==> config.mk <==
export PLATFORM = sky130hd
export DESIGN_NAME = map9v3_sched
export DESIGN_NICKNAME = d
export VERILOG_FILES = /design/src/rtl/map9v3_sched_pkg.sv /design/src/rtl/map9v3_rr_arb.sv /design/src/rtl/map9v3_sched.sv
export SDC_FILE = /design/constraint.sdc
export NUM_CORES = 1
export LEC_CHECK = 0
export ABC_AREA = 1
export CAP_MARGIN = 20
export CORE_MARGIN = 2
export CORE_UTILIZATION = 55
export CTS_BUF_LIST = sky130_fd_sc_hd__clkbuf_4
export CTS_CLUSTER_SIZE = 12
export DETAILED_ROUTE_END_ITERATION = 10
export PLACE_DENSITY = 0.95
export SLEW_MARGIN = 30
export SYNTH_ARGS = -nofsm -noshare
export SYNTH_HDL_FRONTEND = slang
export SYNTH_SLANG_ARGS = --single-unit
==> constraint.sdc <==
create_clock -name clock -period 7.7 [get_ports clock]
set_input_delay 0.77 -clock clock [delete_from_list [all_inputs] [get_ports clock]]
set_output_delay 0.77 -clock clock [all_outputs]
set_load 0.03 [all_outputs]
==> src/rtl/map9v3_sched_pkg.sv <==
// Shared types and helpers for the map9v3 request scheduler.
// Holds the FSM state enum, the dp/N width and the round-robin pick function.
package map9v3_sched_pkg;

  localparam int unsigned NW     = 9;
  localparam int unsigned MAXREQ = 8;

  typedef enum logic [2:0] {
    RST, BOOT, IDLE, START, WAITLO, WAITHI, RESP, TOUT
  } state_t;

  typedef struct packed {
    logic       found;
    logic [2:0] idx;
  } pick_t;

  // First set bit at or after ptr, wrapping within the lowest nreq bits.
  function automatic pick_t rr_pick(input logic [MAXREQ-1:0] req,
                                    input logic [2:0]        ptr,
                                    input logic [3:0]        nreq);
    pick_t      p;
    logic [3:0] j;
    p = '0;
    for (int unsigned k = 0; k < MAXREQ; k++) begin
      j = {1'b0, ptr} + 4'(k);
      if (j >= nreq) j = j - nreq;
      if ((4'(k) < nreq) && !p.found && req[j[2:0]]) begin
        p.found = 1'b1;
        p.idx   = j[2:0];
      end
    end
    return p;
  endfunction

endpackage

==> src/rtl/map9v3_rr_arb.sv <==
// Round-robin arbiter: combinational pick over NREQ requests with a registered
// pointer that moves past the winner whenever the parent accepts a grant.
module map9v3_rr_arb
  import map9v3_sched_pkg::*;
#(
  parameter int unsigned NREQ = 4
) (
  input  logic            i_clk,
  input  logic            i_resetn,
  input  logic [NREQ-1:0] i_req,
  input  logic            i_advance,
  output logic            o_found,
  output logic [2:0]      o_idx
);

  logic [2:0]        r_ptr;
  logic [MAXREQ-1:0] w_req;
  pick_t             w_pick;

  always_comb begin
    w_req             = '0;
    w_req[NREQ-1:0]   = i_req;
    w_pick            = rr_pick(w_req, r_ptr, 4'(NREQ));
  end

  assign o_found = w_pick.found;
  assign o_idx   = w_pick.idx;

  always_ff @(posedge i_clk) begin
    if (!i_resetn) begin
      r_ptr <= '0;
    end else if (i_advance && w_pick.found) begin
      r_ptr <= (w_pick.idx == 3'(NREQ - 1)) ? '0 : w_pick.idx + 3'd1;
    end
  end

endmodule

==> src/rtl/map9v3_sched.sv <==
// Shares one map9v3 divisor-to-seed converter among NREQ requesters: round-robin
// grant, start/done sequencing, last-result cache and a run timeout.
module map9v3_sched
  import map9v3_sched_pkg::*;
#(
  parameter int unsigned NREQ     = 4,
  parameter int unsigned TIMEOUT  = 600,
  parameter bit          CACHE_EN = 1'b1
) (
  input  logic               clock,
  input  logic               resetn,
  input  logic [NREQ-1:0]    req,
  input  logic [NW*NREQ-1:0] req_n,
  output logic [NREQ-1:0]    ack,
  output logic [NW-1:0]      rsp_dp,
  output logic               rsp_err,
  output logic               busy,
  output logic               map_reset,
  output logic               map_start,
  output logic [NW-1:0]      map_n,
  input  logic               map_done,
  input  logic [NW-1:0]      map_dp
);

  localparam int unsigned CW = $clog2(TIMEOUT + 1);

  state_t          r_state, w_next;
  logic [CW-1:0]   r_cnt;
  logic [2:0]      r_grant;
  logic [NW-1:0]   r_map_n;
  logic [NW-1:0]   r_rsp_dp;
  logic            r_rsp_err;
  logic            r_cache_vld;
  logic [NW-1:0]   r_cache_n;
  logic [NW-1:0]   r_cache_dp;

  logic            w_found;
  logic [2:0]      w_idx;
  logic            w_advance;
  logic [NW-1:0]   w_sel_n;
  logic            w_hit;
  logic            w_tmo;

  map9v3_rr_arb #(.NREQ(NREQ)) u_arb (
    .i_clk     (clock),
    .i_resetn  (resetn),
    .i_req     (req),
    .i_advance (w_advance),
    .o_found   (w_found),
    .o_idx     (w_idx)
  );

  always_comb begin
    w_sel_n = '0;
    for (int unsigned i = 0; i < NREQ; i++) begin
      if (w_idx == 3'(i)) w_sel_n = req_n[i*NW +: NW];
    end
  end

  assign w_hit = CACHE_EN && r_cache_vld && (w_sel_n == r_cache_n);
  assign w_tmo = (r_cnt >= CW'(TIMEOUT - 1));

  always_comb begin
    w_next    = r_state;
    w_advance = 1'b0;
    unique case (r_state)
      RST:    w_next = BOOT;
      BOOT: begin
        if (map_done)   w_next = IDLE;
        else if (w_tmo) w_next = RST;
      end
      IDLE: begin
        if (w_found) begin
          w_advance = 1'b1;
          w_next    = w_hit ? RESP : START;
        end
      end
      START:  w_next = w_tmo ? TOUT : WAITLO;
      WAITLO: begin
        if (w_tmo)          w_next = TOUT;
        else if (!map_done) w_next = WAITHI;
      end
      // A done arriving in the same cycle as expiry still counts as success.
      WAITHI: begin
        if (map_done)   w_next = RESP;
        else if (w_tmo) w_next = TOUT;
      end
      RESP:   w_next = IDLE;
      TOUT:   w_next = RST;
      default: w_next = RST;
    endcase
  end

  always_comb begin
    ack = '0;
    if ((r_state == RESP) || (r_state == TOUT)) begin
      for (int unsigned i = 0; i < NREQ; i++) begin
        if (r_grant == 3'(i)) ack[i] = 1'b1;
      end
    end
  end

  assign busy      = (r_state != IDLE);
  assign map_reset = (r_state == RST);
  assign map_start = (r_state == START);
  assign map_n     = r_map_n;
  assign rsp_dp    = r_rsp_dp;
  assign rsp_err   = r_rsp_err;

  always_ff @(posedge clock) begin
    if (!resetn) begin
      r_state     <= RST;
      r_cnt       <= '0;
      r_grant     <= '0;
      r_map_n     <= '0;
      r_rsp_dp    <= '0;
      r_rsp_err   <= 1'b0;
      r_cache_vld <= 1'b0;
      r_cache_n   <= '0;
      r_cache_dp  <= '0;
    end else begin
      r_state <= w_next;

      // RST and IDLE precede BOOT and START, so clearing here clears on their entry.
      if ((r_state == RST) || (r_state == IDLE)) r_cnt <= '0;
      else if (r_cnt != '1)                     r_cnt <= r_cnt + 1'b1;

      if ((r_state == IDLE) && w_found) begin
        r_grant <= w_idx;
        if (w_hit) begin
          r_rsp_dp  <= r_cache_dp;
          r_rsp_err <= 1'b0;
        end else begin
          r_map_n   <= w_sel_n;
        end
      end

      if ((r_state == WAITHI) && map_done) begin
        r_rsp_dp    <= map_dp;
        r_rsp_err   <= 1'b0;
        r_cache_vld <= 1'b1;
        r_cache_n   <= r_map_n;
        r_cache_dp  <= map_dp;
      end

      if ((w_next == TOUT) && (r_state != TOUT)) begin
        r_rsp_dp    <= '0;
        r_rsp_err   <= 1'b1;
        r_cache_vld <= 1'b0;
      end
    end
  end

endmodule
==> summary.md, run 1 <==
| Metric | Value |
|---|---|
| Tmin final | between 4 and 5 ns |
| Mapped Avg Cell Area | 7.00 sq um |
| Clk_skew | around 0.014 ns |
| Status | finished clean |
| Worst Path Max Fanout | 12 |
| Leak pwr | around 1.8 nW |
| Critical path endpoint category | flop |
| Yosys warnings | 0 |
| Distinct cells, synth | ~40 |
| Nets@finish | 607 |
| Dpl hpwl | 6.24 mm |
| Clock slew at reported path FFs | 0.10 ns |
| Final worst path period share | a little over half |
| Gr usage total | 26.3% |
| Max Cap Violations | 0 |
| Endpoints failing setup | 0 |
| Post-cts hold buffer count | 0 |
| DR iter-0 viols | ~240 |
| Peak supply drop | a little under 0.2 mV |
| Top delay family on crit path | simple AND/OR/NAND/NOR gates |
| Power density cells | between 150 and 200 mW/mm^2 |
| Net Count, Synth | roughly 530 |
| Slowest-stage cell, CP | dfxtp_1 |
| Logic gate share of total power | 23.5% |
| Die Y | 81.6 microns |
| RSZ-0062 raised after global routing | false |
| Clk Tree Root Cell | clkbuf_4 |
| Initial Util | a little under three fifths |
| Total gr overflow | 0 |
| Post-CTS sizing | 0 |
| Clock Power Share | 36.6% |
| Async set-or-reset flop fraction in the synthesized netlist | 0% |
| Drt wl/cell | 13.9 microns |
| Slew @ Worst Pin | 0.842 ns |
| Initial antenna violation count | 0 |
| Depth of the CTS H-tree | 3 |
| Top cell by count, worst path | nand2_1 |
| First-pass GRT wire length | ~13 mm |
| Worst hold path class | reg -> reg |
| Post-synth EDFFs | 0 |
| Worst EP arrival | between 4 and 5 ns |
| Port Buffers | slightly below 80 |
| Synthesized cell area | 0.00331 sq mm |
| Seq pwr share | 39.9% |
| Post-CTS setup buffer count | 0 |
| Sequential cell area fraction in the yosys report | between 30 and 40% |
| P&R area growth vs syn | 29.2% |
| Net Switching | 0.226 mW |
| CP Data Required Time | between 8 and 9 ns |
| Core Box Area | 0.00589 sq mm |
| Critical path type | reg -> reg |
| Share of layout cells above drive strength 1 | 10.3% |
| CP bufs+invs | 2 |
| Final Hold Fails | 0 |
| Vias in the first global route | 3,084 |
| Total number of vias | 3,407 |
| Final Power | roughly 0.76 mW |
| Max-slew violations | 0 |
| Switching Share | between 20% and 30% |
| CTS Buf Count | 9 |
| Clk buf depth | 2 |
| CTS tree | built |
| Post-route DRC | 0 |
| FF+latch count, synth | 57 |
| TNS Setup | 0 ns |
| Critical Path Source Type | flop |
| Core Rows | 28 |
| CTS Sinks | between 50 and 60 |
| First-pass detailed-route iteration total | 5 |
| Die ar. | 0.00666 sq mm |
| GP Congestion | 0.831 |
| I/O Pins | approximately 80 |
| Most common flop cell mapped by yosys | dfxtp_1 |
| Skew-Pair Late Insertion Delay | a little over 0.4 ns |
| Final WL | 8.74 mm |
| Max incr delay on CP | 0.58 ns |
| Remaining antenna violation count after routing | 0 |
| Vias per cell | 5.43 |
| Crit-path cells | inv_4 -> ha_1 -> o22ai_1 -> a21oi_1 -> nand4_1 -> o21ai_0 -> ha_1 -> inv_4 -> nor2_1 -> nor2_1 -> nand2_1 -> nand2_1 -> nand2_1 -> nand2_1 -> nor2_1 -> nand2_1 -> nor2_4 -> nand3_2 -> nand2_1 -> nand3_4 -> nand2_8 -> nor2_2 |
| Die width | 81.6 microns |
| Relative slew slack | 43.8% |
| ANT cells | 0 |
| Internal Power | ~0.54 mW |
| Post-Syn Instances | 473 |
| Largest net degree at the start of global routing | 24 |
| F_max | 0.240 GHz |
[power by group through the flow]
stage	clock [mW]	combinational (mW)	sequential, mW
2_1_floorplan	0	0.116	0.312
3_3_place_gp	0	0.166	0.310
3_5_place_dp	0	0.173	0.311
4_1_cts	0.282	0.177	0.304
5_1_grt	0.296	0.195	0.305
6_report	0.279	0.179	0.304
[Yosys cell counts, types with 3 or more instances]
master / number / area (sq um)
nor2_2: 12 / 75.1
o21ai_0: 22 / 110
nor2_1: 39 / 146
nand4_1: 6 / 37.5
inv_2: 5 / 18.8
xor2_1: 3 / 26.3
inv_4: 3 / 18.8
nor4_1: 4 / 25.0
o21ai_2: 4 / 35.0
a21oi_1: 45 / 225
or2_1: 5 / 31.3
mux2i_1: 9 / 90.1
a31oi_1: 3 / 18.8
dfxtp_1: 57 / 1140
nand2_2: 3 / 18.8
nand2_1: 105 / 394
nor3_1: 9 / 45.0
inv_1: 51 / 191
ha_1: 7 / 87.6
buf_2: 3 / 15.0
nor2_4: 3 / 33.8
nand3_1: 31 / 155
clkbuf_1: 5 / 18.8
buf_4: 4 / 30.0
nand3b_1: 12 / 90.1
[metal layers]
layer | global-route usage (%) | share of wire [%]
met1 | 29.7 | 41
met2 | 46.9 | 49
met3 | 7.47 | 8.2
met4 | 9.83 | 1.8
met5 | 0 | 0
[path summary, 6_finish.rpt]
| check | start | to | slack (ns) | depth (start not counted) |
|---|---|---|---|---|
| setup / recovery | u_arb.r_ptr[0] | rsp_dp[0] | 3.53 | 22 |
| hold / removal | u_arb.r_ptr[2] | u_arb.r_ptr[2] | 0.47 | 2 |
| setup reg to reg | u_arb.r_ptr[0] | rsp_dp[0] | 3.53 | 22 |
| hold reg to reg | u_arb.r_ptr[2] | u_arb.r_ptr[2] | 0.47 | 2 |
[layout make-up]
class | instances | area, sq um
fill | 453 | 1610
inverter | 59 | 229
clock inverter | 6 | 106
clock buffer | 10 | 75.1
timing repair buffer | 78 | 778
sequential | 57 | 1140
tap | 75 | 93.8
multi-input combinational | 343 | 1850
[placed cells by master, fill, tap and decap left out, drive strengths merged, types with 7 or more instances in the layout]
cell           count
mux2i              9
dfxtp             57
nor2              55
clkbuf            10
nor3              11
nand2            111
clkdlybuf4s50     77
ha                 7
a21oi             45
nand3b            12
nand3             34
o21ai             28
inv               59
[flip-flops by register name (all words and copies together) (netlist names)]
| name | cells |
|---|---|
| r_cnt | 10 |
| map_n | 9 |
| r_cache_dp | 9 |
| r_cache_n | 9 |
| rsp_dp | 9 |
| r_grant | 3 |
| r_state | 3 |
| u_arb.r_ptr | 3 |
| r_cache_vld | 1 |
| rsp_err | 1 |
[cell families after synthesis]
kind of cell,synth area share [%]
and+or+nand+nor,35.6
AOI/OAI and AO/OA,14.0
buffers and inverters,9.52
DFF,34.5
muxes,2.72
adders and majority gates,2.65
xor gates and xnor gates,1.06
[stage by stage]
step	util [%]	hold slack, ns	cell area (sq um)	instances	setup WS (ns)
floorplan	-	0.438	3310	473	4.38
global placement	69.6	0.452	4100	612	3.35
detailed placement	69.6	0.458	4100	612	3.18
CTS	72.7	0.471	4280	628	3.55
global route	72.7	0.511	4280	628	3.17
finish	72.7	0.475	4280	628	3.53
[worst register-to-register path, cell delays in order (launching register included)]
cell and delay, ns:
dfxtp_1 0.58, inv_4 0.09, ha_1 0.40, o22ai_1 0.13
a21oi_1 0.28, nand4_1 0.11, o21ai_0 0.30, ha_1 0.48
inv_4 0.12, nor2_1 0.12, nor2_1 0.05, nand2_1 0.08
nand2_1 0.10, nand2_1 0.10, nand2_1 0.06, nor2_1 0.11
nand2_1 0.10, nor2_4 0.13, nand3_2 0.22, nand2_1 0.18
nand3_4 0.12, nand2_8 0.13, nor2_2 0.05
Note: power is estimated with default switching activity, not from simulation.
==> inputs of run 2 (changes only) <==
Settings changed: CORE_UTILIZATION 55 to 52, PLACE_DENSITY 0.95 to 0.94.
Clock period 7.7 ns to 4 ns, I/O delays scaled along.
==> run 2 against run 1 <==
Effect of this change: global-route usage down 1.6 points; critical path depth increased by 4; core utilization shrank 3.9 points; non-clock buffer count grew 6; sequential power increased by 92%; flip-flop and latch count is the same; cell area rose by 0.38%; fmax grew 12%; clock power grew 44%; critical path type unchanged; largest cell class unchanged; largest power group unchanged.
==> summary.md, run 2 (synthesis gave the netlist of run 1 again) <==
| Metric | Value |
|---|---|
| Core Box Area | between 0.006 and 0.007 sq mm |
| GP Congestion | 0.908 |
| Clk_skew | 0.0196 ns |
| Die width | 83.8 microns |
| Slew @ Worst Pin | about 0.64 ns |
| Power density cells | 311 mW/mm^2 |
| Placed Area | 0.00415 sq mm |
| Peak supply drop | roughly 0.24 mV |
| HP Start | u_arb.r_ptr[2] |
| Nets@finish | 613 |
| Dpl cells | 620 |
| First-pass GRT wire length | about 14 mm |
| CTS Buf Count | 9 |
| Drt wl/cell | 13.9 microns |
| CTS Sinks | 57 |
| I/O Pins | 78 |
| Post-route DRC | 0 |
| Share of layout cells above drive strength 1 | between 10% and 20% |
| Post-CTS setup buffer count | 0 |
| Leak pwr | 1.85 nW |
| P&R area growth vs syn | 29.7% |
| Tmin final | 3.72 ns |
| Critical path type | reg -> reg |
| Worst hold path class | reg -> reg |
| Largest Register | r_cnt |
| Max-slew violations | 0 |
| Core Rows | 29 |
| Die ar. | 0.00702 sq mm |
| Fillers | 508 |
| DR iter-0 viols | 310 |
| Final Power | 1.33 mW |
| Initial antenna violation count | 0 |
| CP Data Required Time | 4.33 ns |
| Layout Cells excl Fill | 635 |
| R2r startpoint | u_arb.r_ptr[1] |
| Gr usage total | 24.7% |
| F_max | about 0.27 GHz |
| Status | finished clean |
| Global routing met1 resource utilization | 30.5% |
| Grt met2 use | 41.7% |
| Dpl hpwl | 6.42 mm |
| Depth of the CTS H-tree | 3 |
| Die Y | 83.8 microns |
| First-pass detailed-route iteration total | 5 |
| Worst EP arrival | 4.06 ns |
| Max reg flops | 10 |
| Total number of vias | ~3,500 |
| Final instance area | 0.00429 sq mm |
| Total gr overflow | 0 |
| Worst Setup SP | u_arb.r_ptr[1] |
| Met3 Use GR | ~6.5% |
| Worst Path Max Fanout | 10 |
| Clock slew at reported path FFs | 0.09 ns |
| Clk Tree Root Cell | clkbuf_4 |
| Post-cts hold buffer count | 0 |
| Vias per cell | 5.44 |
| Final WL | roughly 8.9 mm |
| Remaining antenna violation count after routing | 0 |
| ANT cells | 0 |
| Critical path endpoint category | flop |
| Commonest cells after routing, fill and taps aside | 104 x nand2_1, 77 x clkdlybuf4s50_1, 56 x dfxtp_1, 51 x inv_1, 45 x a21oi_1 |
| Relative slew slack | 57.0% |
| Final worst path period share | between 90% and 100% |
| Reg area | 0.00114 sq mm |
| Top Usage Layer GRT | met2 |
| CTS tree | built |
| Endpoints failing setup | 0 |
| Critical Path Source Type | flop |
| Final core occ | 68.8% |
| Port Buffers | 77 |
| Initial Util | a little over half |
| Largest net degree at the start of global routing | 28 |
| Most common cell after layout, fill and taps aside | nand2_1 |
| Area occupied by multi-input gates | about 0.0019 sq mm |
| Skew-Pair Late Insertion Delay | 0.40 ns |
| Clk buf depth | 2 |
| Vias in the first global route | 3,202 |
| Final Hold Fails | 0 |
| Max Cap Violations | 0 |
-- run 2: changes by cell type in the layout (fill, tap and decap cells not counted), sizes merged --
cell,delta
buf,+6
clkinv,+1
bufinv,-2
clkinvlp,-1
clkbuf,+1
-- run 2: worst paths after layout --
path         cells after the start  slack [ns]        endpoint
max                             26        0.28       rsp_dp[4]
min                              2        0.47  u_arb.r_ptr[2]
max reg2reg                     26        0.28       rsp_dp[4]
min reg2reg                      2        0.47  u_arb.r_ptr[2]
-- run 2: final cells by class --
class                           instances  share of cell area (%)
Multi-Input combinational cell        343                    43.7
Sequential cell                        57                    26.6
Timing Repair Buffer                   84                    19.2
Inverter                               59                    5.33
Tap cell                               77                    2.24
Clock buffer                           11                    1.92
Clock inverter                          4                    1.05
-- run 2: per-stage QoR --
step | TNS [ns] | worst slack (ns) | hold slack, ns
floorplan | 0 | 0.730 | 0.438
global placement | 0 | 0.280 | 0.453
detailed placement | 0 | 0.0785 | 0.463
CTS | 0 | 0.183 | 0.477
global route | -0.0878 | -0.0266 | 0.488
finish | 0 | 0.278 | 0.471
-- run 2: routing by layer --
layer / share of wire [%] / up-vias
li1: - / 1712
met1: 42 / 1547
met2: 48 / 169
met3: 7.6 / 28
met4: 2.8 / 0
met5: 0 / -
-- run 2: repair_timing --
| action | 4_1_cts | 5_1_grt |
|---|---|---|
| setup endpoints to repair | 0 | 18 |
| gates resized for setup | 0 | 6 |
| endpoints found under the hold margin | 0 | 0 |
-- run 2: power breakdown --
part | internal, mW | switching [mW] | leakage [nW]
Clock | 0.198 | 0.203 | 0.0765
Combinational | 0.140 | 0.208 | 1.32
Sequential | 0.576 | 0.00864 | 0.460
Total | 0.915 | 0.420 | 1.85
-- run 2: worst max-delay path: stages (launching register included) --
cell and delay, ns:
dfxtp_2 0.39, inv_2 0.08, ha_1 0.39, nand2_1 0.10, o21ai_2 0.08, nand2_1 0.13, a21oi_1 0.18, xor2_1 0.16
nand2_1 0.14, inv_1 0.12, ha_2 0.30, inv_4 0.09, nand2_1 0.07, nand3_1 0.07, nand2_1 0.13, nand2_1 0.11
nand2_1 0.11, nand2_1 0.07, inv_1 0.06, nand2_1 0.08, nor2_4 0.13, nand2_4 0.13, nand2_4 0.15, nand3b_1 0.12
nand2_1 0.08, inv_1 0.05, nor2_2 0.09
